`config.mk`:
```
export PLATFORM = sky130hd
export DESIGN_NAME = gate_test_sequencer
export DESIGN_NICKNAME = d
export VERILOG_FILES = /design/src/rtl/gate_seq_pkg.sv /design/src/rtl/gate_ref_model.sv /design/src/rtl/gate_test_sequencer.sv
export SDC_FILE = /design/constraint.sdc
export NUM_CORES = 1
export LEC_CHECK = 0
export CAP_MARGIN = 15
export CORE_ASPECT_RATIO = 1.4
export CORE_MARGIN = 1.5
export CORE_UTILIZATION = 40
export CTS_CLUSTER_DIAMETER = 50
export DETAILED_ROUTE_END_ITERATION = 10
export HOLD_SLACK_MARGIN = 0.06
export PLACE_DENSITY_LB_ADDON = 0.15
export SKIP_CTS_REPAIR_TIMING = 1
export SLEW_MARGIN = 25
export SYNTH_ARGS = -nofsm -noshare
export SYNTH_HDL_FRONTEND = slang
export SYNTH_HIERARCHICAL = 1
export SYNTH_SLANG_ARGS = --single-unit
```
`constraint.sdc`:
```
create_clock -name clk -period 2.4 [get_ports clk]
set_clock_uncertainty 0.1 [all_clocks]
set_input_delay 0.72 -clock clk [delete_from_list [all_inputs] [get_ports clk]]
set_output_delay 0.72 -clock clk [all_outputs]
set_load 0.005 [all_outputs]
```
`src/rtl/gate_seq_pkg.sv`:
```
// rtl/gate_seq_pkg.sv - shared states, vector count and response-bit indices for the gate test sequencer
package gate_seq_pkg;

  typedef enum logic [2:0] {
    ST_IDLE,
    ST_DRIVE,
    ST_SETTLE,
    ST_CHECK,
    ST_DONE
  } state_t;

  localparam int NUM_VECTORS = 8;
  localparam int RESP_W      = 6;

  // Response vector order is {yor, yand, ynand, yxor, ynot, ynor}, msb first
  localparam int IDX_YOR   = 5;
  localparam int IDX_YAND  = 4;
  localparam int IDX_YNAND = 3;
  localparam int IDX_YXOR  = 2;
  localparam int IDX_YNOT  = 1;
  localparam int IDX_YNOR  = 0;

endpackage

```
`src/rtl/gate_ref_model.sv`:
```
// rtl/gate_ref_model.sv - combinational golden responses for one a/b/c stimulus vector
module gate_ref_model (
  input  logic a,
  input  logic b,
  input  logic c,
  output logic yor,
  output logic yand,
  output logic ynand,
  output logic yxor,
  output logic ynot,
  output logic ynor
);

  assign yor   = a | b;
  assign yand  = a & b;
  assign ynand = ~(a & b);
  assign yxor  = a ^ b;
  assign ynot  = ~c;
  assign ynor  = ~(a | b);

endmodule

```
`src/rtl/gate_test_sequencer.sv`:
```
// rtl/gate_test_sequencer.sv - walks all 8 a/b/c vectors through a gate block and counts failing vectors
// Optional first-failure log enabled by macro GATE_SEQ_FAIL_LOG_EN.
module gate_test_sequencer
  import gate_seq_pkg::*;
#(
  parameter int SETTLE_CYCLES = 1
) (
  input  logic       clk,
  input  logic       rst,
  input  logic       start,
  output logic       a,
  output logic       b,
  output logic       c,
  input  logic       yor,
  input  logic       yand,
  input  logic       ynand,
  input  logic       yxor,
  input  logic       ynot,
  input  logic       ynor,
  output logic       busy,
  output logic       done,
  output logic       pass,
  output logic [3:0] err_count,
`ifdef GATE_SEQ_FAIL_LOG_EN
  output logic       fail_valid,
  output logic [2:0] first_fail_vec,
  output logic [5:0] first_fail_mask,
`endif
  output logic [2:0] vec_idx
);

  state_t      state, state_nxt;
  logic [3:0]  settle_cnt, settle_cnt_nxt;
  logic [2:0]  vec_nxt;
  logic [3:0]  err_nxt;
  logic        a_nxt, b_nxt, c_nxt;
  logic        run_start;
  logic        vec_fail;
  logic [RESP_W-1:0] exp_resp, got_resp, mismatch;
  logic        e_or, e_and, e_nand, e_xor, e_not, e_nor;

  gate_ref_model u_ref (
    .a     (a),
    .b     (b),
    .c     (c),
    .yor   (e_or),
    .yand  (e_and),
    .ynand (e_nand),
    .yxor  (e_xor),
    .ynot  (e_not),
    .ynor  (e_nor)
  );

  always_comb begin
    exp_resp = '0;
    got_resp = '0;
    exp_resp[IDX_YOR]   = e_or;
    exp_resp[IDX_YAND]  = e_and;
    exp_resp[IDX_YNAND] = e_nand;
    exp_resp[IDX_YXOR]  = e_xor;
    exp_resp[IDX_YNOT]  = e_not;
    exp_resp[IDX_YNOR]  = e_nor;
    got_resp[IDX_YOR]   = yor;
    got_resp[IDX_YAND]  = yand;
    got_resp[IDX_YNAND] = ynand;
    got_resp[IDX_YXOR]  = yxor;
    got_resp[IDX_YNOT]  = ynot;
    got_resp[IDX_YNOR]  = ynor;
  end

  assign mismatch = exp_resp ^ got_resp;
  assign vec_fail = |mismatch;

  always_comb begin
    state_nxt      = state;
    settle_cnt_nxt = settle_cnt;
    vec_nxt        = vec_idx;
    err_nxt        = err_count;
    a_nxt          = a;
    b_nxt          = b;
    c_nxt          = c;
    run_start      = 1'b0;
    case (state)
      ST_IDLE, ST_DONE: begin
        if (start) begin
          state_nxt = ST_DRIVE;
          vec_nxt   = '0;
          err_nxt   = '0;
          run_start = 1'b1;
        end
      end
      ST_DRIVE: begin
        a_nxt          = vec_idx[2];
        b_nxt          = vec_idx[1];
        c_nxt          = vec_idx[0];
        settle_cnt_nxt = 4'(SETTLE_CYCLES);
        state_nxt      = ST_SETTLE;
      end
      ST_SETTLE: begin
        // The loaded count is consumed one per cycle, so SETTLE lasts exactly SETTLE_CYCLES cycles
        if (settle_cnt <= 4'd1) begin
          settle_cnt_nxt = '0;
          state_nxt      = ST_CHECK;
        end else begin
          settle_cnt_nxt = settle_cnt - 4'd1;
        end
      end
      ST_CHECK: begin
        if (vec_fail) err_nxt = err_count + 4'd1;
        if (vec_idx == 3'(NUM_VECTORS - 1)) begin
          state_nxt = ST_DONE;
        end else begin
          vec_nxt   = vec_idx + 3'd1;
          state_nxt = ST_DRIVE;
        end
      end
      default: state_nxt = ST_IDLE;
    endcase
  end

  // Status flags are registered from the next state so they line up with the state they describe
  always_ff @(posedge clk or posedge rst) begin
    if (rst) begin
      state      <= ST_IDLE;
      settle_cnt <= '0;
      vec_idx    <= '0;
      err_count  <= '0;
      a          <= 1'b0;
      b          <= 1'b0;
      c          <= 1'b0;
      busy       <= 1'b0;
      done       <= 1'b0;
      pass       <= 1'b0;
    end else begin
      state      <= state_nxt;
      settle_cnt <= settle_cnt_nxt;
      vec_idx    <= vec_nxt;
      err_count  <= err_nxt;
      a          <= a_nxt;
      b          <= b_nxt;
      c          <= c_nxt;
      busy       <= (state_nxt == ST_DRIVE) || (state_nxt == ST_SETTLE) || (state_nxt == ST_CHECK);
      done       <= (state_nxt == ST_DONE);
      pass       <= (state_nxt == ST_DONE) && (err_nxt == 4'd0);
    end
  end

`ifdef GATE_SEQ_FAIL_LOG_EN
  always_ff @(posedge clk or posedge rst) begin
    if (rst) begin
      fail_valid      <= 1'b0;
      first_fail_vec  <= '0;
      first_fail_mask <= '0;
    end else if (run_start) begin
      fail_valid      <= 1'b0;
      first_fail_vec  <= '0;
      first_fail_mask <= '0;
    end else if (state == ST_CHECK && vec_fail && !fail_valid) begin
      fail_valid      <= 1'b1;
      first_fail_vec  <= vec_idx;
      first_fail_mask <= mismatch;
    end
  end
`endif

endmodule

```
==> impl_results.md, run 1 <==
* Max-cap viol count at 0
* Hold Vio Cnt, Final at 0
* Max Slew Vio Count at 0
* Final core occ at 54.3%
* Leak at 0.000642 µW
* DRC errors left at 0
* Worst setup EP type: flip-flop
* Total power at 1770 µW
* Io pins at 22
* WL/cell at 12.6 µm
* Synth Cell Area at 1160 µm²
* CTS Sinks at 20
* Pin count of the biggest net entering global routing at 21
* Clock root buffer: clkbuf_4
* Mapped Cells at 119
* Syn nets at 137
* Ys flop type: dfrtp_1
* Total global routing overflow at 0
* HPWL Detailed at 1730 µm
* DR vias/cell at 5.23
* Min Tclk post-route at 2110 ps
* Biggest area consumer among synthesized cells: dfrtp_1
* Port buffer count at 21
* CP Launch Type: input pin
* EDFF count, synth at 0
* Fin cells at 179
* Synth async-reset ratio at 100%
* Crit path launch: ynand
* Slew @ Worst Pin at 644 ps
* Pwr/cell area at 1210 nW/µm²
* Setup TNS Final at 0 ps
* Die Y at 66.7 µm
* # rows at 22
* Initial antenna violation count at 0
* First-pass GRT wire length at 4000 µm
* RSZ-0062 raised after global routing: false
* Yosys top cell area share at 43.1%
* Peak supply drop at 0.709 mV
* Core area at 2700 µm²
* Critical path arrival at 2220 ps
* Cell with the most instances after synthesis: dfrtp_1
* Final WL at 2250 µm
* Count of final setup violators at 0
* Initial Util at 43.0%
* Worst-Skew Late Latency at 310 ps
* Crit share post-route at 88.0%
* Mapped Avg Cell Area at 9.75 µm²
* Max frequency at 474 MHz
* Inst Count DP at 175
* Total CTS buffers at 3
* Hold WC Path Type: flip-flop to flip-flop
* Hold Crit Start: vec_idx[0]$_DFFE_PP0P_
* Post-route ant nets at 0
* Sequential fraction of the synthesis area at 43.1%
* Status: finished clean
* DIE WIDTH at 48.5 µm
* Hold Path End: vec_idx[0]$_DFFE_PP0P_
* CTS tree: done
* Final nets at 162
* Reg2Reg Capture Point: pass$_DFF_PP0_
* Synth area leaders: dfrtp_1 (43%), ha_1 (9.7%), xnor2_1 (5.3%)
* Synth-to-Final Area Change at 26.2%
* Share of layout cells above drive strength 1 at 10.5%
* Vias in the first global route at 965
* Total track usage at 15.9%
* Initial DRC count at 22
* Diode count at 0
* Die area at 3240 µm²
* Clock tree buffer depth at 2
* TritonRoute pass-1 iters at 4
* Max-slew headroom at 56.8%
* Crit path required time at 2510 ps
* Vias after detailed routing at 937
* Clock Pin Slew Worst Setup and Hold Paths at 120 ps
* H-tree levels at 1
* Crit Path Category: input pin to flip-flop
* Hold slack final at 448 ps
* Worst Path Max Fanout at 2
* Final GP Congestion at 0.703
* RR Startpoint: a$_DFFE_PP0P_
* R2r setup slk at 350 ps
* FF-to-FF path depth at 7
* Cell variety after synth at 31
* WHS Path Cells at 1
* Yosys reg bits at 20
* Top post-synthesis cells by count: dfrtp_1 (20), nand2_1 (13), inv_1 (12)
* Synth warnings at 6
-- cell usage in the layout, fill, tap and decap left out, types with 3 or more instances in the layout --
master and instances:
a21oi_1 4, ha_1 9, dfrtp_1 20, nor2_1 7, clkdlybuf4s50_1 21, o21ai_0 9, inv_1 12, mux2_2 4
o211ai_1 4, nand2_1 13, mux2i_1 3, xnor2_1 7, clkbuf_4 3
-- state kept, by name (all words and copies together), names as in the netlist --
name / count
state: 3
c: 1
settle_cnt: 4
done: 1
err_count: 4
b: 1
pass: 1
a: 1
vec_idx: 3
busy: 1
-- worst max-delay path, cell delays in order --
cell and delay (ps):
clkdlybuf4s50_1 410, xnor2_1 140, and4_1 210, a211o_1 310
mux2i_2 170, nor4_2 270
-- cells by family after synthesis --
kind of cell,synth area share [%]
XOR/XNOR,5.29
flip-flops,43.1
buffers and inverters,5.50
multiplexers,7.66
AND/OR/NAND/NOR,15.5
AO/OA/AOI/OAI,13.2
adder cells (fa/ha/maj),9.71
-- per-stage QoR --
| step | setup slack [ps] | instance area [µm²] |
|---|---|---|
| 6_report | 288 | 1460 |
| 3_3_place_gp | -3.18 | 1410 |
| 2_1_floorplan | 451 | 1160 |
| 3_5_place_dp | -43.9 | 1410 |
| 5_1_grt | 160 | 1460 |
| 4_1_cts | 275 | 1460 |
-- worst max path at each step --
stage          slack [ps]  depth (start not counted)        endpoint
3_5_place_dp          -40                          6  pass$_DFF_PP0_
3_3_place_gp           -3                          6  pass$_DFF_PP0_
6_report              290                          6  pass$_DFF_PP0_
2_1_floorplan         450                          5  pass$_DFF_PP0_
4_1_cts               280                          1               a
5_1_grt               160                          6  pass$_DFF_PP0_
-- power by group --
group	switching [µW]	internal, µW
Sequential	171	461
Combinational	406	453
Clock	109	169
-- routing by layer --
metal  GRT usage [%]  part of all wire [%]
met1            17.1                    42
met2            29.5                    53
met3            2.24                   2.5
met4            10.0                   2.5
met5               0                     0
-- final cells by class --
cell class,instances,area (µm²)
Clock buffer,3,22.5
Clock inverter,1,30.0
Fill cell,268,1230
Inverter,12,45.0
Multi-Input combinational cell,84,596
Sequential cell,20,500
Tap cell,36,45.0
Timing Repair Buffer,23,225
Note: power is estimated with default switching activity, not from simulation.
==> run 2, diff against run 1 <==
--- a/config.mk
+++ b/config.mk
@@ -5,10 +5,11 @@
 export SDC_FILE = /design/constraint.sdc
 export NUM_CORES = 1
 export LEC_CHECK = 0
-export CAP_MARGIN = 15
+export CAP_MARGIN = 0
 export CORE_ASPECT_RATIO = 1.4
 export CORE_MARGIN = 1.5
 export CORE_UTILIZATION = 40
+export CTS_BUF_LIST = sky130_fd_sc_hd__clkbuf_8
 export CTS_CLUSTER_DIAMETER = 50
 export DETAILED_ROUTE_END_ITERATION = 10
 export HOLD_SLACK_MARGIN = 0.06
==> run 2 against run 1 <==
  * Core utilization up 0.70 points
  * Flip-flop and latch count unchanged
  * Global-route usage about the same
  * Via count down 0.32%
  * Register-to-register slack about the same
  * Design area up 1.3%
  * Largest cell class unchanged
  * Routed wire length down 0.67%
  * Die area unchanged
  * Sequential share of layout area down 0.43 points
  * Non-clock buffer count unchanged
  * Combinational power about the same
==> impl_results.md, run 2 (synthesis results as in run 1) <==
* Peak supply drop at 0.739 mV
* Commonest non-fill, non-tap cell in the layout: clkdlybuf4s50_1
* H-tree levels at 1
* Final worst setup slack at 239 ps
* Slowest cell on crit path: clkdlybuf4s50_1
* Combinational power share at 46.9%
* Total global routing overflow at 0
* Final WL at 2240 µm
* First-pass GRT wire length at 4000 µm
* Status: finished clean
* Critical path arrival at 2220 ps
* Final GP Congestion at 0.703
* Worst setup EP type: flip-flop
* DRC errors left at 0
* Max Slew Vio Count at 0
* Min Tclk post-route at 2160 ps
* Crit share post-route at 90.0%
* Crit path required time at 2460 ps
* Worst Path Max Fanout at 2
* GRT Max-Usage Layer: met2
* CTS tree: done
* # rows at 22
* Finished Cell Area at 1480 µm²
* Pwr/cell area at 1230 nW/µm²
* Worst-Skew Late Latency at 260 ps
* Crit path launch: ynand
* Flop pwr share at 34.7%
* RR Startpoint: a$_DFFE_PP0P_
* Max-cap viol count at 0
* Port buffer count at 21
* Hold WC Path Type: flip-flop to flip-flop
* Diode count at 0
* Routing usage on met2 at 29.5%
* Max-slew headroom at 57.9%
* Vias in the first global route at 963
* Top Registers: err_count (4), settle_cnt (4)
* R2r setup slk at 360 ps
* P_sw at 687 µW
* Most frequent cells in the layout: clkdlybuf4s50_1 (21), dfrtp_1 (20), nand2_1 (13)
* HPWL Detailed at 1730 µm
* Hold Crit Start: err_count[3]$_DFF_PP0_
* Synth-to-Final Area Change at 27.8%
* CP cell instances: clkdlybuf4s50_1 -> xnor2_1 -> and4_1 -> a211o_1 -> mux2i_2 -> nor4_2
* Total track usage at 16.0%
* Met1 global-route usage at 17.3%
* Post-route ant nets at 0
* Crit Path Category: input pin to flip-flop
* Internal at 1140 µW
* Sw Ratio at 37.7%
* Clock tree buffer depth at 2
* Hold Vio Cnt, Final at 0
* CTS Sinks at 20
* Initial Util at 43.0%
* Die Y at 66.7 µm
* Leak at 0.000649 µW
* WL/cell at 12.5 µm
* Setup TNS Final at 0 ps
* TritonRoute pass-1 iters at 5
* Count of final setup violators at 0
* Clock share of power at 18.4%
* DR vias/cell at 5.22
* Pin count of the biggest net entering global routing at 21
* Initial antenna violation count at 0
* Die area at 3240 µm²
* DIE WIDTH at 48.5 µm
* Slew @ Worst Pin at 627 ps
* Total CTS buffers at 3
* Vias after detailed routing at 934
* Final nets at 162
* Clock Pin Slew Worst Setup and Hold Paths at 70 ps
* Setup WS pre-CTS at -43.9 ps
* CP Launch Type: input pin
* GRT met3 Usage at 2.24%
* Initial DRC count at 22
* DP Area at 1410 µm²
* Share of layout cells above drive strength 1 at 10.5%
* RSZ-0062 raised after global routing: false
* Io pins at 22
* Max incr delay on CP at 410 ps
* Max frequency at 463 MHz
* Clock root buffer: clkbuf_8
* Core area at 2700 µm²
-- run 2: layer usage --
metal,wire [µm],up-vias
met2,1200,18
met5,0,-
met3,56,6
met1,929,451
li1,-,459
met4,53,0
-- run 2: power groups by stage --
stage,clock (µW),sequential (µW),combinational (µW)
floorplan,0,576,627
global placement,0,638,842
detailed placement,0,640,865
CTS,342,636,870
global route,352,660,974
finish,336,634,856
-- run 2: final timing paths --
| kind | to | depth (start not counted) |
|---|---|---|
| max | pass$_DFF_PP0_ | 6 |
| min | err_count[3]$_DFF_PP0_ | 1 |
| max reg2reg | pass$_DFF_PP0_ | 7 |
| min reg2reg | err_count[3]$_DFF_PP0_ | 1 |
| max in group asynchronous | settle_cnt[2]$_DFFE_PP0P_ | 3 |
| min in group asynchronous | busy$_DFF_PP0_ | 3 |
-- run 2: layout make-up --
type                    count  area [µm²]
inverters                  12        45.0
multi-input cells          84         596
repair buffers             23         225
fillers                   266        1210
well taps                  36        45.0
clock buffers               3        41.3
flip-flops and latches     20         500
clock inverters             1        30.0
-- run 2: critical path, delay by kind of cell --
kind                   cells  cell delay (ps)
AND/OR/NAND/NOR            2              480
buffers and inverters      1              410
AO/OA/AOI/OAI              1              310
multiplexers               1              170
XOR/XNOR                   1              140
-- run 2: per-stage QoR --
stage | hold slack (ps) | total power, µW | instances | utilization [%]
after floorplan | 411 | 1200 | 119 | -
after global placement | 416 | 1480 | 175 | 52.3
after detailed placement | 421 | 1510 | 175 | 52.3
after CTS | 437 | 1850 | 179 | 55.0
after global routing | 455 | 1990 | 179 | 55.0
final | 439 | 1830 | 179 | 55.0
==> run 3, diff against run 2 <==
--- a/config.mk
+++ b/config.mk
@@ -9,7 +9,7 @@
 export CORE_ASPECT_RATIO = 1.4
 export CORE_MARGIN = 1.5
 export CORE_UTILIZATION = 40
-export CTS_BUF_LIST = sky130_fd_sc_hd__clkbuf_8
+export CTS_BUF_LIST = sky130_fd_sc_hd__clkbuf_16
 export CTS_CLUSTER_DIAMETER = 50
 export DETAILED_ROUTE_END_ITERATION = 10
 export HOLD_SLACK_MARGIN = 0.06
@@ -20,3 +20,4 @@
 export SYNTH_HDL_FRONTEND = slang
 export SYNTH_HIERARCHICAL = 1
 export SYNTH_SLANG_ARGS = --single-unit
+export TNS_END_PERCENT = 10
==> run 3 against run 2 <==
  * Sequential share of layout area is 0.75 points lower
  * Sequential power is essentially flat
  * Fmax fell by 0.47%
  * Critical path depth is the same
  * Via count shrank 0.11%
  * Core utilization up 1.3 points
  * Count of clock-buffer cells in the layout unchanged
  * Clock power rose by 35%
  * Register-to-register slack about the same
  * Worst setup slack worse by 10 ps
  * Non-clock buffer count unchanged
  * Worst hold slack got worse by 2.1 ps
  * Critical path type unchanged
==> impl_results.md, run 3 (synthesis results as in run 1) <==
* Final WL at 2240 µm
* TritonRoute pass-1 iters at 5
* Post-route ant nets at 0
* Clock root buffer: clkbuf_16
* Core area at 2700 µm²
* First-pass GRT wire length at 4100 µm
* Slowest cell on crit path: clkdlybuf4s50_1
* Hold WC Path Type: flip-flop to flip-flop
* Max Slew Vio Count at 0
* Die area at 3240 µm²
* DR vias/cell at 5.21
* RSZ-0062 raised after global routing: false
* Clock tree buffer depth at 2
* Leak at 0.000665 µW
* Initial DRC count at 29
* Hold Vio Cnt, Final at 0
* CTS Sinks at 20
* Max incr delay on CP at 410 ps
* Clock Pin Slew Worst Setup and Hold Paths at 60 ps
* CTS tree: done
* Crit share post-route at 90.4%
* Min Tclk post-route at 2170 ps
* Synth-to-Final Area Change at 30.7%
* HPWL Detailed at 1730 µm
* DP Area at 1410 µm²
* Final GP Congestion at 0.703
* Top Registers: err_count (4), settle_cnt (4)
* Crit path required time at 2450 ps
* Status: finished clean
* Vias in the first global route at 976
* Slew @ Worst Pin at 637 ps
* Commonest non-fill, non-tap cell in the layout: clkdlybuf4s50_1
* Port buffer count at 21
* DIE WIDTH at 48.5 µm
* Count of final setup violators at 0
* Initial antenna violation count at 0
* Finished Cell Area at 1520 µm²
* Final worst setup slack at 229 ps
* Final core occ at 56.2%
* Max-cap viol count at 0
* Fin cells at 179
* # rows at 22
* Worst-Skew Late Latency at 250 ps
* Max frequency at 461 MHz
* Inst Count DP at 175
* Die Y at 66.7 µm
* CP cell instances: clkdlybuf4s50_1 -> xnor2_1 -> and4_1 -> a211o_1 -> mux2i_2 -> nor4_2
* Max-slew headroom at 57.2%
* Worst Path Max Fanout at 2
* Diode count at 0
* Critical path arrival at 2220 ps
* Total global routing overflow at 0
* Pin count of the biggest net entering global routing at 21
* Final nets at 162
* Pwr/cell area at 1280 nW/µm²
* CP Launch Type: input pin
* WL/cell at 12.5 µm
* Share of layout cells above drive strength 1 at 10.5%
* Fill cell instance count of the final layout at 258
* Peak supply drop at 0.778 mV
* Total CTS buffers at 3
* Setup WS pre-CTS at -43.9 ps
* Vias after detailed routing at 933
* Total track usage at 16.2%
* Initial Util at 43.0%
* Io pins at 22
* Most frequent cells in the layout: clkdlybuf4s50_1 (21), dfrtp_1 (20), nand2_1 (13)
* DRC errors left at 0
* H-tree levels at 1
* Crit Path Category: input pin to flip-flop
* Worst setup EP type: flip-flop
[run 3: cell types whose count changed in the layout (fill, tap and decap cells not counted)]
cell	previous run	this run
clkbuf_16	0	3
clkbuf_8	3	0
[run 3: power breakdown]
part	internal, µW	switching (µW)	leakage (µW)
Combinational	453	406	0.000357
Clock	331	121	0.0000511
Sequential	463	171	0.000257
[run 3: final cells by class]
type	instances	area [µm²]	area share [%]
Clock inverter	1	30.0	1.98
Sequential cell	20	500	33.0
Inverter	12	45.0	2.97
Tap cell	36	45.0	2.97
Multi-Input combinational cell	84	596	39.3
Timing Repair Buffer	23	225	14.9
Clock buffer	3	75.1	4.95
[run 3: worst paths after layout]
path,from,endpoint,slack (ps),depth (start not counted)
max,ynand,pass$_DFF_PP0_,230,6
min,vec_idx[0]$_DFFE_PP0P_,vec_idx[0]$_DFFE_PP0P_,440,1
max reg2reg,a$_DFFE_PP0P_,pass$_DFF_PP0_,370,7
min reg2reg,vec_idx[0]$_DFFE_PP0P_,vec_idx[0]$_DFFE_PP0P_,440,1
max in group asynchronous,rst,settle_cnt[2]$_DFFE_PP0P_,1290,3
min in group asynchronous,rst,busy$_DFF_PP0_,690,3
[run 3: metrics by stage]
step	setup TNS (ps)	total power (µW)	hold WS, ps
6_report	0	1940	437
5_1_grt	0	2110	452
4_1_cts	0	1970	434
3_5_place_dp	-43.9	1510	421
3_3_place_gp	-3.18	1480	416
2_1_floorplan	0	1200	411
[run 3: routing by layer]
layer	routed length [µm]	global-route usage, %
met5	0	0
met3	60	2.24
met1	912	17.7
met2	1230	30.4
met4	36	8.93
[run 3: worst max-delay path: cells and delay by family]
kind | cells | cell delay [ps]
and+or+nand+nor | 2 | 480
buffers and inverters | 1 | 410
AOI/OAI and AO/OA | 1 | 310
muxes | 1 | 170
xor gates and xnor gates | 1 | 140
